File: config.mk
export PLATFORM = sky130hd
export DESIGN_NAME = lsu_mem_port
export DESIGN_NICKNAME = d
export VERILOG_FILES = /design/src/rtl/lsu_pkg.sv /design/src/rtl/lsu_load_align.sv /design/src/rtl/lsu_mem_port.sv
export SDC_FILE = /design/constraint.sdc
export NUM_CORES = 1
export LEC_CHECK = 0
export BUFFER_PORTS_ARGS = -buffer_cell sky130_fd_sc_hd__buf_2
export CORE_UTILIZATION = 40
export CTS_CLUSTER_DIAMETER = 100
export DETAILED_ROUTE_END_ITERATION = 8
export GPL_ROUTABILITY_DRIVEN = 0
export HOLD_SLACK_MARGIN = 0.15
export MAX_ROUTING_LAYER = met4
export PLACE_DENSITY = 0.68
export SKIP_LAST_GASP = 1
export SYNTH_ARGS = -nofsm -noshare
export SYNTH_HDL_FRONTEND = slang
export SYNTH_SLANG_ARGS = --single-unit
File: constraint.sdc
create_clock -name clk -period 2.8 [get_ports clk]
set_input_delay 0.42 -clock clk [delete_from_list [all_inputs] [get_ports clk]]
set_output_delay 0.42 -clock clk [all_outputs]
set_load 0.005 [all_outputs]
File: src/rtl/lsu_pkg.sv
// Shared types and helpers for the load/store memory port: FSM states,
// RV32I funct3 encodings, legality/alignment checks and store lane helpers.
package lsu_pkg;

  typedef enum logic [1:0] {
    IDLE  = 2'd0,
    ISSUE = 2'd1,
    WAIT  = 2'd2,
    RESP  = 2'd3
  } lsu_state_t;

  localparam logic [2:0] F3_B  = 3'b000;
  localparam logic [2:0] F3_H  = 3'b001;
  localparam logic [2:0] F3_W  = 3'b010;
  localparam logic [2:0] F3_BU = 3'b100;
  localparam logic [2:0] F3_HU = 3'b101;

  // Unsigned variants exist only for loads.
  function automatic logic f3_legal(input logic we, input logic [2:0] f3);
    logic ok;
    case (f3)
      F3_B, F3_H, F3_W: ok = 1'b1;
      F3_BU, F3_HU:     ok = ~we;
      default:          ok = 1'b0;
    endcase
    return ok;
  endfunction

  function automatic logic f3_misaligned(input logic [2:0] f3, input logic [1:0] off);
    logic mis;
    case (f3)
      F3_H, F3_HU: mis = off[0];
      F3_W:        mis = (off != 2'b00);
      default:     mis = 1'b0;
    endcase
    return mis;
  endfunction

  function automatic logic [3:0] store_be(input logic [2:0] f3, input logic [1:0] off);
    logic [3:0] be;
    case (f3)
      F3_B:    be = 4'b0001 << off;
      F3_H:    be = 4'b0011 << {off[1], 1'b0};
      F3_W:    be = 4'b1111;
      default: be = 4'b0000;
    endcase
    return be;
  endfunction

  function automatic logic [31:0] store_data(input logic [2:0] f3, input logic [31:0] wd);
    logic [31:0] d;
    case (f3)
      F3_B:    d = {4{wd[7:0]}};
      F3_H:    d = {2{wd[15:0]}};
      F3_W:    d = wd;
      default: d = 32'h0000_0000;
    endcase
    return d;
  endfunction

endpackage

File: src/rtl/lsu_load_align.sv
// Combinational load aligner: picks the addressed byte/halfword out of a RAM
// word and sign- or zero-extends it according to funct3.
module lsu_load_align
  import lsu_pkg::*;
(
  input  logic [31:0] word,
  input  logic [1:0]  addr_lo,
  input  logic [2:0]  funct3,
  output logic [31:0] data
);

  logic [31:0] byte_sh_s;
  logic [31:0] half_sh_s;

  assign byte_sh_s = word >> {addr_lo, 3'b000};
  assign half_sh_s = word >> {addr_lo[1], 4'b0000};

  // Extend the selected lane; illegal encodings produce zero.
  always_comb begin
    data = 32'h0000_0000;
    case (funct3)
      F3_B:    data = {{24{byte_sh_s[7]}}, byte_sh_s[7:0]};
      F3_H:    data = {{16{half_sh_s[15]}}, half_sh_s[15:0]};
      F3_W:    data = word;
      F3_BU:   data = {24'h00_0000, byte_sh_s[7:0]};
      F3_HU:   data = {16'h0000, half_sh_s[15:0]};
      default: data = 32'h0000_0000;
    endcase
  end

endmodule

File: src/rtl/lsu_mem_port.sv
// Load/store initiator between the RV32I core and a byte-banked word RAM.
// Build option LSU_MISALIGN_TRAP_EN turns misaligned half/word accesses into errors.
module lsu_mem_port
  import lsu_pkg::*;
#(
  parameter int ADDR_WIDTH = 31,
  parameter int DATA_WIDTH = 31
) (
  input  logic                  clk,
  input  logic                  rst_n,
  input  logic                  clk_en,
  input  logic                  i_req_valid,
  output logic                  o_req_ready,
  input  logic                  i_req_we,
  input  logic [2:0]            i_req_funct3,
  input  logic [ADDR_WIDTH:0]   i_req_addr,
  input  logic [DATA_WIDTH:0]   i_req_wdata,
  output logic                  o_rsp_valid,
  input  logic                  i_rsp_ready,
  output logic [DATA_WIDTH:0]   o_rsp_rdata,
  output logic                  o_rsp_err,
  output logic                  o_mem_read_req,
  output logic [ADDR_WIDTH:0]   o_mem_read_addr,
  input  logic [DATA_WIDTH:0]   i_mem_read_data,
  output logic                  o_mem_write_enable,
  output logic [3:0]            o_mem_byte_enable,
  output logic [ADDR_WIDTH:0]   o_mem_write_addr,
  output logic [DATA_WIDTH:0]   o_mem_write_data
);

  lsu_state_t state_r, next_state_s;

  logic                we_r;
  logic [2:0]          funct3_r;
  logic [ADDR_WIDTH:0] addr_r;
  logic [DATA_WIDTH:0] wdata_r;

  logic                accept_s, req_ok_s;
  logic                cur_we_s;
  logic [2:0]          cur_f3_s;
  logic [ADDR_WIDTH:0] cur_addr_s, word_addr_s;
  logic [DATA_WIDTH:0] cur_wdata_s, align_s;

  logic                ready_nxt_s, rsp_valid_nxt_s, err_nxt_s, rd_nxt_s, wr_nxt_s;
  logic [DATA_WIDTH:0] rdata_nxt_s, wdata_nxt_s;
  logic [ADDR_WIDTH:0] raddr_nxt_s, waddr_nxt_s;
  logic [3:0]          be_nxt_s;

  // Outputs are decoded from the incoming request while it is being accepted.
  assign accept_s    = (state_r == IDLE) && i_req_valid;
  assign cur_we_s    = accept_s ? i_req_we     : we_r;
  assign cur_f3_s    = accept_s ? i_req_funct3 : funct3_r;
  assign cur_addr_s  = accept_s ? i_req_addr   : addr_r;
  assign cur_wdata_s = accept_s ? i_req_wdata  : wdata_r;
  assign word_addr_s = {2'b00, cur_addr_s[ADDR_WIDTH:2]};

`ifdef LSU_MISALIGN_TRAP_EN
  assign req_ok_s = f3_legal(cur_we_s, cur_f3_s) && !f3_misaligned(cur_f3_s, cur_addr_s[1:0]);
`else
  assign req_ok_s = f3_legal(cur_we_s, cur_f3_s);
`endif

  lsu_load_align u_align (
    .word    (i_mem_read_data),
    .addr_lo (addr_r[1:0]),
    .funct3  (funct3_r),
    .data    (align_s)
  );

  // State register.
  always_ff @(posedge clk or negedge rst_n) begin
    if (!rst_n) begin
      state_r <= IDLE;
    end else if (clk_en) begin
      state_r <= next_state_s;
    end
  end

  // Request capture on acceptance.
  always_ff @(posedge clk or negedge rst_n) begin
    if (!rst_n) begin
      we_r     <= 1'b0;
      funct3_r <= 3'b000;
      addr_r   <= '0;
      wdata_r  <= '0;
    end else if (clk_en && accept_s) begin
      we_r     <= i_req_we;
      funct3_r <= i_req_funct3;
      addr_r   <= i_req_addr;
      wdata_r  <= i_req_wdata;
    end
  end

  // Next-state logic.
  always_comb begin
    next_state_s = state_r;
    case (state_r)
      IDLE: begin
        if (i_req_valid) begin
          next_state_s = req_ok_s ? ISSUE : RESP;
        end else begin
          next_state_s = IDLE;
        end
      end
      ISSUE:   next_state_s = we_r ? RESP : WAIT;
      WAIT:    next_state_s = RESP;
      RESP: begin
        if (i_rsp_ready) begin
          next_state_s = IDLE;
        end else begin
          next_state_s = RESP;
        end
      end
      default: next_state_s = IDLE;
    endcase
  end

  // Output decode: values the output registers take on the next enabled edge.
  always_comb begin
    ready_nxt_s     = (next_state_s == IDLE);
    rsp_valid_nxt_s = (next_state_s == RESP);
    rd_nxt_s        = (next_state_s == ISSUE) && !cur_we_s;
    wr_nxt_s        = (next_state_s == ISSUE) && cur_we_s;
    raddr_nxt_s     = rd_nxt_s ? word_addr_s : '0;
    waddr_nxt_s     = wr_nxt_s ? word_addr_s : '0;
    be_nxt_s        = wr_nxt_s ? store_be(cur_f3_s, cur_addr_s[1:0]) : 4'b0000;
    wdata_nxt_s     = wr_nxt_s ? store_data(cur_f3_s, cur_wdata_s) : '0;
    rdata_nxt_s     = '0;
    err_nxt_s       = 1'b0;
    if (next_state_s == RESP) begin
      case (state_r)
        IDLE: begin
          rdata_nxt_s = '0;
          err_nxt_s   = 1'b1;
        end
        WAIT: begin
          rdata_nxt_s = align_s;
          err_nxt_s   = 1'b0;
        end
        RESP: begin
          rdata_nxt_s = o_rsp_rdata;
          err_nxt_s   = o_rsp_err;
        end
        default: begin
          rdata_nxt_s = '0;
          err_nxt_s   = 1'b0;
        end
      endcase
    end else begin
      rdata_nxt_s = '0;
      err_nxt_s   = 1'b0;
    end
  end

  // Output registers; ready comes out of reset high since the FSM starts idle.
  always_ff @(posedge clk or negedge rst_n) begin
    if (!rst_n) begin
      o_req_ready        <= 1'b1;
      o_rsp_valid        <= 1'b0;
      o_rsp_rdata        <= '0;
      o_rsp_err          <= 1'b0;
      o_mem_read_req     <= 1'b0;
      o_mem_read_addr    <= '0;
      o_mem_write_enable <= 1'b0;
      o_mem_byte_enable  <= 4'b0000;
      o_mem_write_addr   <= '0;
      o_mem_write_data   <= '0;
    end else if (clk_en) begin
      o_req_ready        <= ready_nxt_s;
      o_rsp_valid        <= rsp_valid_nxt_s;
      o_rsp_rdata        <= rdata_nxt_s;
      o_rsp_err          <= err_nxt_s;
      o_mem_read_req     <= rd_nxt_s;
      o_mem_read_addr    <= raddr_nxt_s;
      o_mem_write_enable <= wr_nxt_s;
      o_mem_byte_enable  <= be_nxt_s;
      o_mem_write_addr   <= waddr_nxt_s;
      o_mem_write_data   <= wdata_nxt_s;
    end
  end

endmodule

After elaboration in Yosys (flattened, before gate mapping)
Index checks and enable logic that the tools add are counted.

Reductions and logical operators: 12. Bitwise gates (word level): 1. Multiplexer cells: 21. Equal/unequal tests: 14. Shift-type cells: 4.

Operators by type and width (count): case mux 32 bit (5 select lines) (1); two-way mux 32 bit (4); case mux 32 bit (3 select lines) (1); case mux 32 bit (2 select lines) (1); two-way mux 30 bit (2); right shift 32 x 5 -> 16 bit (1); right shift 32 x 5 -> 8 bit (1); equality test 3 bit, second input constant (4); case mux 4 bit (3 select lines) (1); case mux 2 bit (4 select lines) (1); equality test 2 bit, second input constant (3); equality test 3 x 1 -> 1 bit, second input constant (2); equality test 3 x 2 -> 1 bit, second input constant (2); logical NOT 3 bit (2); two-way mux 2 bit (3); equality test 2 x 1 -> 1 bit, second input constant (2); logical AND 1 bit (4); logical NOT 2 bit (2); two-way mux 4 bit (1); case mux 1 bit (2 select lines) (2); << shifter 1 x 2 -> 4 bit, first input constant (1); << shifter 2 x 2 -> 4 bit, first input constant (1); two-way mux 1 bit (3); two-way mux 3 bit (1); other kinds (6) (6).

Word-level logic and storage cells: 67. Register bits: 207. Input port bits: 105. Output and inout bits: 137.

Longest topological paths before layout
Depth in word-level cells: 12. Mapped depth: 7. Gate-level depth less buffers: 4.

Modules after synthesis
A second synthesis with hierarchy kept.

Cell total of the unflattened synthesis: 861. Area total of the unflattened synthesis: 9671.8 um^2.

By module, submodules not included: lsu_mem_port (seq. area each 5081.1 um^2, area each 8817.2 um^2, times used 1, cells an instance 747); lsu_load_align (seq. area each 0.0 um^2, area each 854.6 um^2, times used 1, cells an instance 114).

Worst setup path before layout
OpenSTA, ideal clock, no wires.

Path type: register -> register. Start point: register addr_r[0]. End point: register o_rsp_rdata[21]. Required time: 2.674 ns. Stages on the path, launching flop included: 6. Setup slack: 1.239 ns. Data arrival time: 1.435 ns. Library setup time: 0.126 ns. Period minus slack after synthesis: 1.561 ns. Buffers on the path: 1. Cells stage by stage: dfrtp_1 mux2_2 a22oi_2 a211oi_4 buf_6 a221o_1.

Longest elaborated chain between the ends: 4.

Ends and longest elaborated chain: from (decl) (RTL line lsu_mem_port.sv:35) `logic [ADDR_WIDTH:0] addr_r;`; from (signal assigned) (RTL line lsu_mem_port.sv:89) `addr_r <= i_req_addr;`; right shift 32 x 5 -> 8 bit (RTL line lsu_load_align.sv:15) `assign byte_sh_s = word >> {addr_lo, 3'b000};`; case mux 32 bit (5 select lines) (RTL line lsu_load_align.sv:21) `case (funct3)`; case mux 32 bit (2 select lines) (RTL line lsu_mem_port.sv:131) `case (state_r)`; two-way mux 32 bit (RTL line lsu_mem_port.sv:130) `if (next_state_s == RESP) begin`; to (signal assigned) (RTL line lsu_mem_port.sv:171) `o_rsp_rdata <= rdata_nxt_s;`; to (decl) (RTL line lsu_mem_port.sv:20) `output logic [DATA_WIDTH:0] o_rsp_rdata,`.

No other way between the ends. A chain may end at the register's enable or synchronous reset.

Worst setup path in the final report
Start point: register funct3_r[1]. End point: register o_rsp_rdata[19].

Longest elaborated chain between the ends: 10. Elaborated cells between the ends (all ways): 23. Classes of those cells: eq/ne: 10; mux: 8; reduce/logical: 5.

Ends and longest elaborated chain: from (decl) (RTL line lsu_mem_port.sv:34) `logic [2:0] funct3_r;`; from (signal assigned) (RTL line lsu_mem_port.sv:88) `funct3_r <= i_req_funct3;`; two-way mux 3 bit (RTL line lsu_mem_port.sv:52) `assign cur_f3_s = accept_s ? i_req_funct3 : funct3_r;`; equality test 3 x 2 -> 1 bit, or another cell as far along (RTL line lsu_pkg.sv:21) `case (f3)`; OR reduction 3 bit / OR reduction 2 bit (equally long branches) (RTL line lsu_pkg.sv:21); case mux 1 bit (2 select lines) (RTL line lsu_pkg.sv:21); two-way mux 2 bit (RTL line lsu_mem_port.sv:100) `next_state_s = req_ok_s ? ISSUE : RESP;`; two-way mux 2 bit (RTL line lsu_mem_port.sv:99) `if (i_req_valid) begin`; case mux 2 bit (4 select lines) (RTL line lsu_mem_port.sv:97) `case (state_r)`; equality test 2 bit (RTL line lsu_mem_port.sv:130); inequality test 2 bit (no source line); AND reduction 2 bit (no source line).

Parallel ways exist; a longest one is shown, timed or not.

==> metrics.md <==
| Metric | Value |
|---|---|
| Status | completed |
| Final min period | 2.08 ns |
| Reg power frac | about 43% |
| ANT nets after route | 0 |
| Final Net Count | about 900 |
| Final Cycle Share | 74.4% |
| XOR/XNOR share of the synthesized area | 0.129% |
| First-pass GRT wire length | 29.6 mm |
| Compound-cell area share of the yosys netlist | 23.3% |
| Combinational power share | 24.7% |
| Post-route setup TNS | 0 ns |
| Post-Synth Simple-Gate Area | roughly 10% |
| Clock Sinks | 153 |
| Crit path capture type | register |
| DRC viols | 0 |
| Hold Path Class | primary input to register |
| LEAKAGE | 4.55 nW |
| Post-synth top flop | dfrtp_1 |
| Mux contribution to synthesized area | under 10% |
| Worst R2R Setup Slack | approximately 0.7 ns |
| Netlist cell types | 64 |
| Multi-input logic area | 2660 µm² |
| Overall power | 6.85 mW |
| Core footprint | 16600 µm² |
| CP Class | register to register |
| Gate Count Post-Synth | 578 |
| Total grt overflow | 0 |
| VDD IR-drop max | ~0.00044 V |
| Slew headroom | 52.3% |
| Final hold violations | 0 |
| Reg clk slew, reported paths | 0.06 ns |
| Critical Path, Cell by Cell | and2b_1 > nand2_4 > a211oi_4 > a221o_2 |
| Vias | roughly 5600 |
| Critical path required time | 3.15 ns |
| Met2 wire len | 8.80 mm |
| Die area | 17500 µm² |
| Clock latency at the later pin of the worst-skew pair | 0.41 ns |
| Final Util | 52.5% |
| Clock share of power | 32.4% |
| Psw | 2.15 mW |
| Netlist area before placement | 6800 µm² |
| CTS tree | done |
| Post-route insts no fill | 1033 |
| Synthesis Warnings | 0 |
| Post-synth EDFFs | 0 |
| Vias in the first global route | 5518 |
| Post-synthesis register bit count | ~150 |
| DR iter-0 viols | 381 |
| Setup violators final | 0 |
| Avg Vias per Cell | 5.43 |
| Slowest-stage cell, CP | a211oi_4 |
| Crit path max-delay family | compound AO/OA/AOI/OAI gates |
| Largest family of logic cells by synthesized area | compound AO/OA/AOI/OAI gates |
| Element type at the critical path start | register |
| Post-synth ARST share | 100% |
| Routed wl met3 | around 960 µm |
| Area leader, netlist | dfrtp_1 |
| Total GRT Usage | 22.2% |
| Critical Path AT | 2.44 ns |
| Skew final | roughly 0.0067 ns |
| DP Cell Count | 999 |
| Max Transition Viols Final | 0 |
| Register area | between 3000 and 4000 µm² |
| Worst path buffer plus inverter count | 0 |
| WHS | 0.230 ns |
| H-tree Lvls | 4 |
| Initial core utilization | between 40 and 50% |
| Metal-1 WL | 8.52 mm |
| Post-CTS setup buffers | 0 |
| Post-Synth Adder-Cell Area | 0% |
| Crit-path max cell delay | 0.65 ns |
| Initial antenna violation count | 1 |
| Detailed Route WL | 18.5 mm |
| # rows | 47 |
| Pre-CTS WS | 0.629 ns |
| Max Root-Sink Buffers | 2 |
| Root cell of the clock tree | clkbuf_16 |
| Switching share of total power | around a third |
| Instance area after placement | 8130 µm² |
| # fillers | ~1500 |
| IO Port Bufs | 237 |
| Setup slack after layout | 0.717 ns |
| Post-synthesis sequential area ratio | 56.3% |
| Avg Cell Area, Syn | 11.8 µm² |
| Most common library cells after synthesis | dfrtp_1 (152), nand2_1 (86), o2bb2ai_1 (47), a22o_1 (30) |
| Number of max-cap violations | 0 |
| Pint | 4.70 mW |
| DRT Pass-1 Iters | 5 |
| CP Max Fanout | 16 |
| Detailed placement HPWL | 13.0 mm |
| Chip height | 132 µm |
| Cell with the most instances after synthesis | dfrtp_1 |
| Max layer used | met4 |
| RSZ-0062 raised after global routing | false |
| Fmax | roughly 480 MHz |
| Slew @ Worst Pin | 0.714 ns |
| Share of the synthesized area in the top cell type | a little under three fifths |
| Final instance area | ~8700 µm² |
| PD cells | a little under 800 nW/µm² |
| DR WL/cell | between 15 and 20 µm |
| Top post-synthesis cells by area | dfrtp_1 (56%), o2bb2ai_1 (6.1%), nand2_1 (4.7%), a22o_1 (3.9%), mux2_2 (2.8%) |
| Die Wd | 132 µm |
| I/O Pins | 242 |
| Layout cells sized above 1 | between 40% and 50% |
| Syn-to-layout area delta | 28.1% |
| Largest net degree at the start of global routing | 65 |
| TritonCTS Buffers | 17 |
cells in the final DEF, fill, tap and decap left out, types with 8 or more instances in the layout:
cell type,count
nor2_1,13
a222oi_1,11
a22oi_1,14
a21o_1,9
buf_2,236
buf_4,12
o21ai_1,8
nand2_1,86
a221o_1,18
clkbuf_16,17
mux2_2,17
dfrtp_1,152
a22o_1,30
inv_1,9
a21oi_1,18
o2bb2ai_1,47
mux2i_1,15
o21ai_0,14
metal layers:
layer | track usage, % | up-vias
li1 | - | 2602
met1 | 30.4 | 2772
met2 | 34.0 | 218
met3 | 3.56 | 19
met4 | 6.64 | 0
met5 | - | -
path summary, 6_finish.rpt:
path | start | end | cells past startpoint
min reg2reg | o_rsp_rdata[14]$_DFFE_PN0P_ | o_rsp_rdata[14]$_DFFE_PN0P_ | 1
max | funct3_r[1]$_DFFE_PN0P_ | o_rsp_rdata[19]$_DFFE_PN0P_ | 4
min in group asynchronous | rst_n | o_mem_write_addr[7]$_DFFE_PN0P_ | 2
min | i_req_wdata[16] | o_mem_write_data[16]$_DFFE_PN0P_ | 2
max in group asynchronous | rst_n | o_req_ready$_DFFE_PN1P_ | 3
max reg2reg | funct3_r[1]$_DFFE_PN0P_ | o_rsp_rdata[19]$_DFFE_PN0P_ | 4
flip-flops by register name (all words and copies together) (netlist names):
signal              cells
state_r                 2
o_mem_write_addr       30
o_rsp_err               1
we_r                    1
o_mem_read_addr        30
wdata_r                12
addr_r                  2
o_req_ready             1
o_rsp_valid             1
o_mem_write_data       32
o_mem_write_enable      1
o_mem_read_req          1
o_rsp_rdata            32
o_mem_byte_enable       4
funct3_r                3
cell families after synthesis:
logic type,count (synthesis)
AO/OA/AOI/OAI,194
XOR/XNOR,1
buffers and inverters,63
flip-flops,153
multiplexers,33
other,1
AND/OR/NAND/NOR,133
layout make-up:
cell class / instances / share of cell area (%)
Inverter: 10 / 0.431
Antenna cell: 1 / 0.0287
Sequential cell: 153 / 44.0
Tap cell: 220 / 3.16
Clock inverter: 12 / 1.34
Timing Repair Buffer: 252 / 15.3
Clock buffer: 20 / 5.24
Multi-Input combinational cell: 365 / 30.6
timing repair:
action,4_1_cts,5_1_grt
hold buffers,1,0
resized for setup,0,0
endpoints found under the hold margin,57,0
setup endpoints to repair,0,0
power by group through the flow:
stage               logic, mW  clock network, mW  registers, mW
floorplan                1.16                  0           2.87
global placement         1.69                  0           2.97
detailed placement       1.70                  0           2.97
CTS                      1.70               2.26           2.94
global route             1.87               2.36           3.00
finish                   1.69               2.22           2.94
Note: power is estimated with default switching activity, not from simulation.
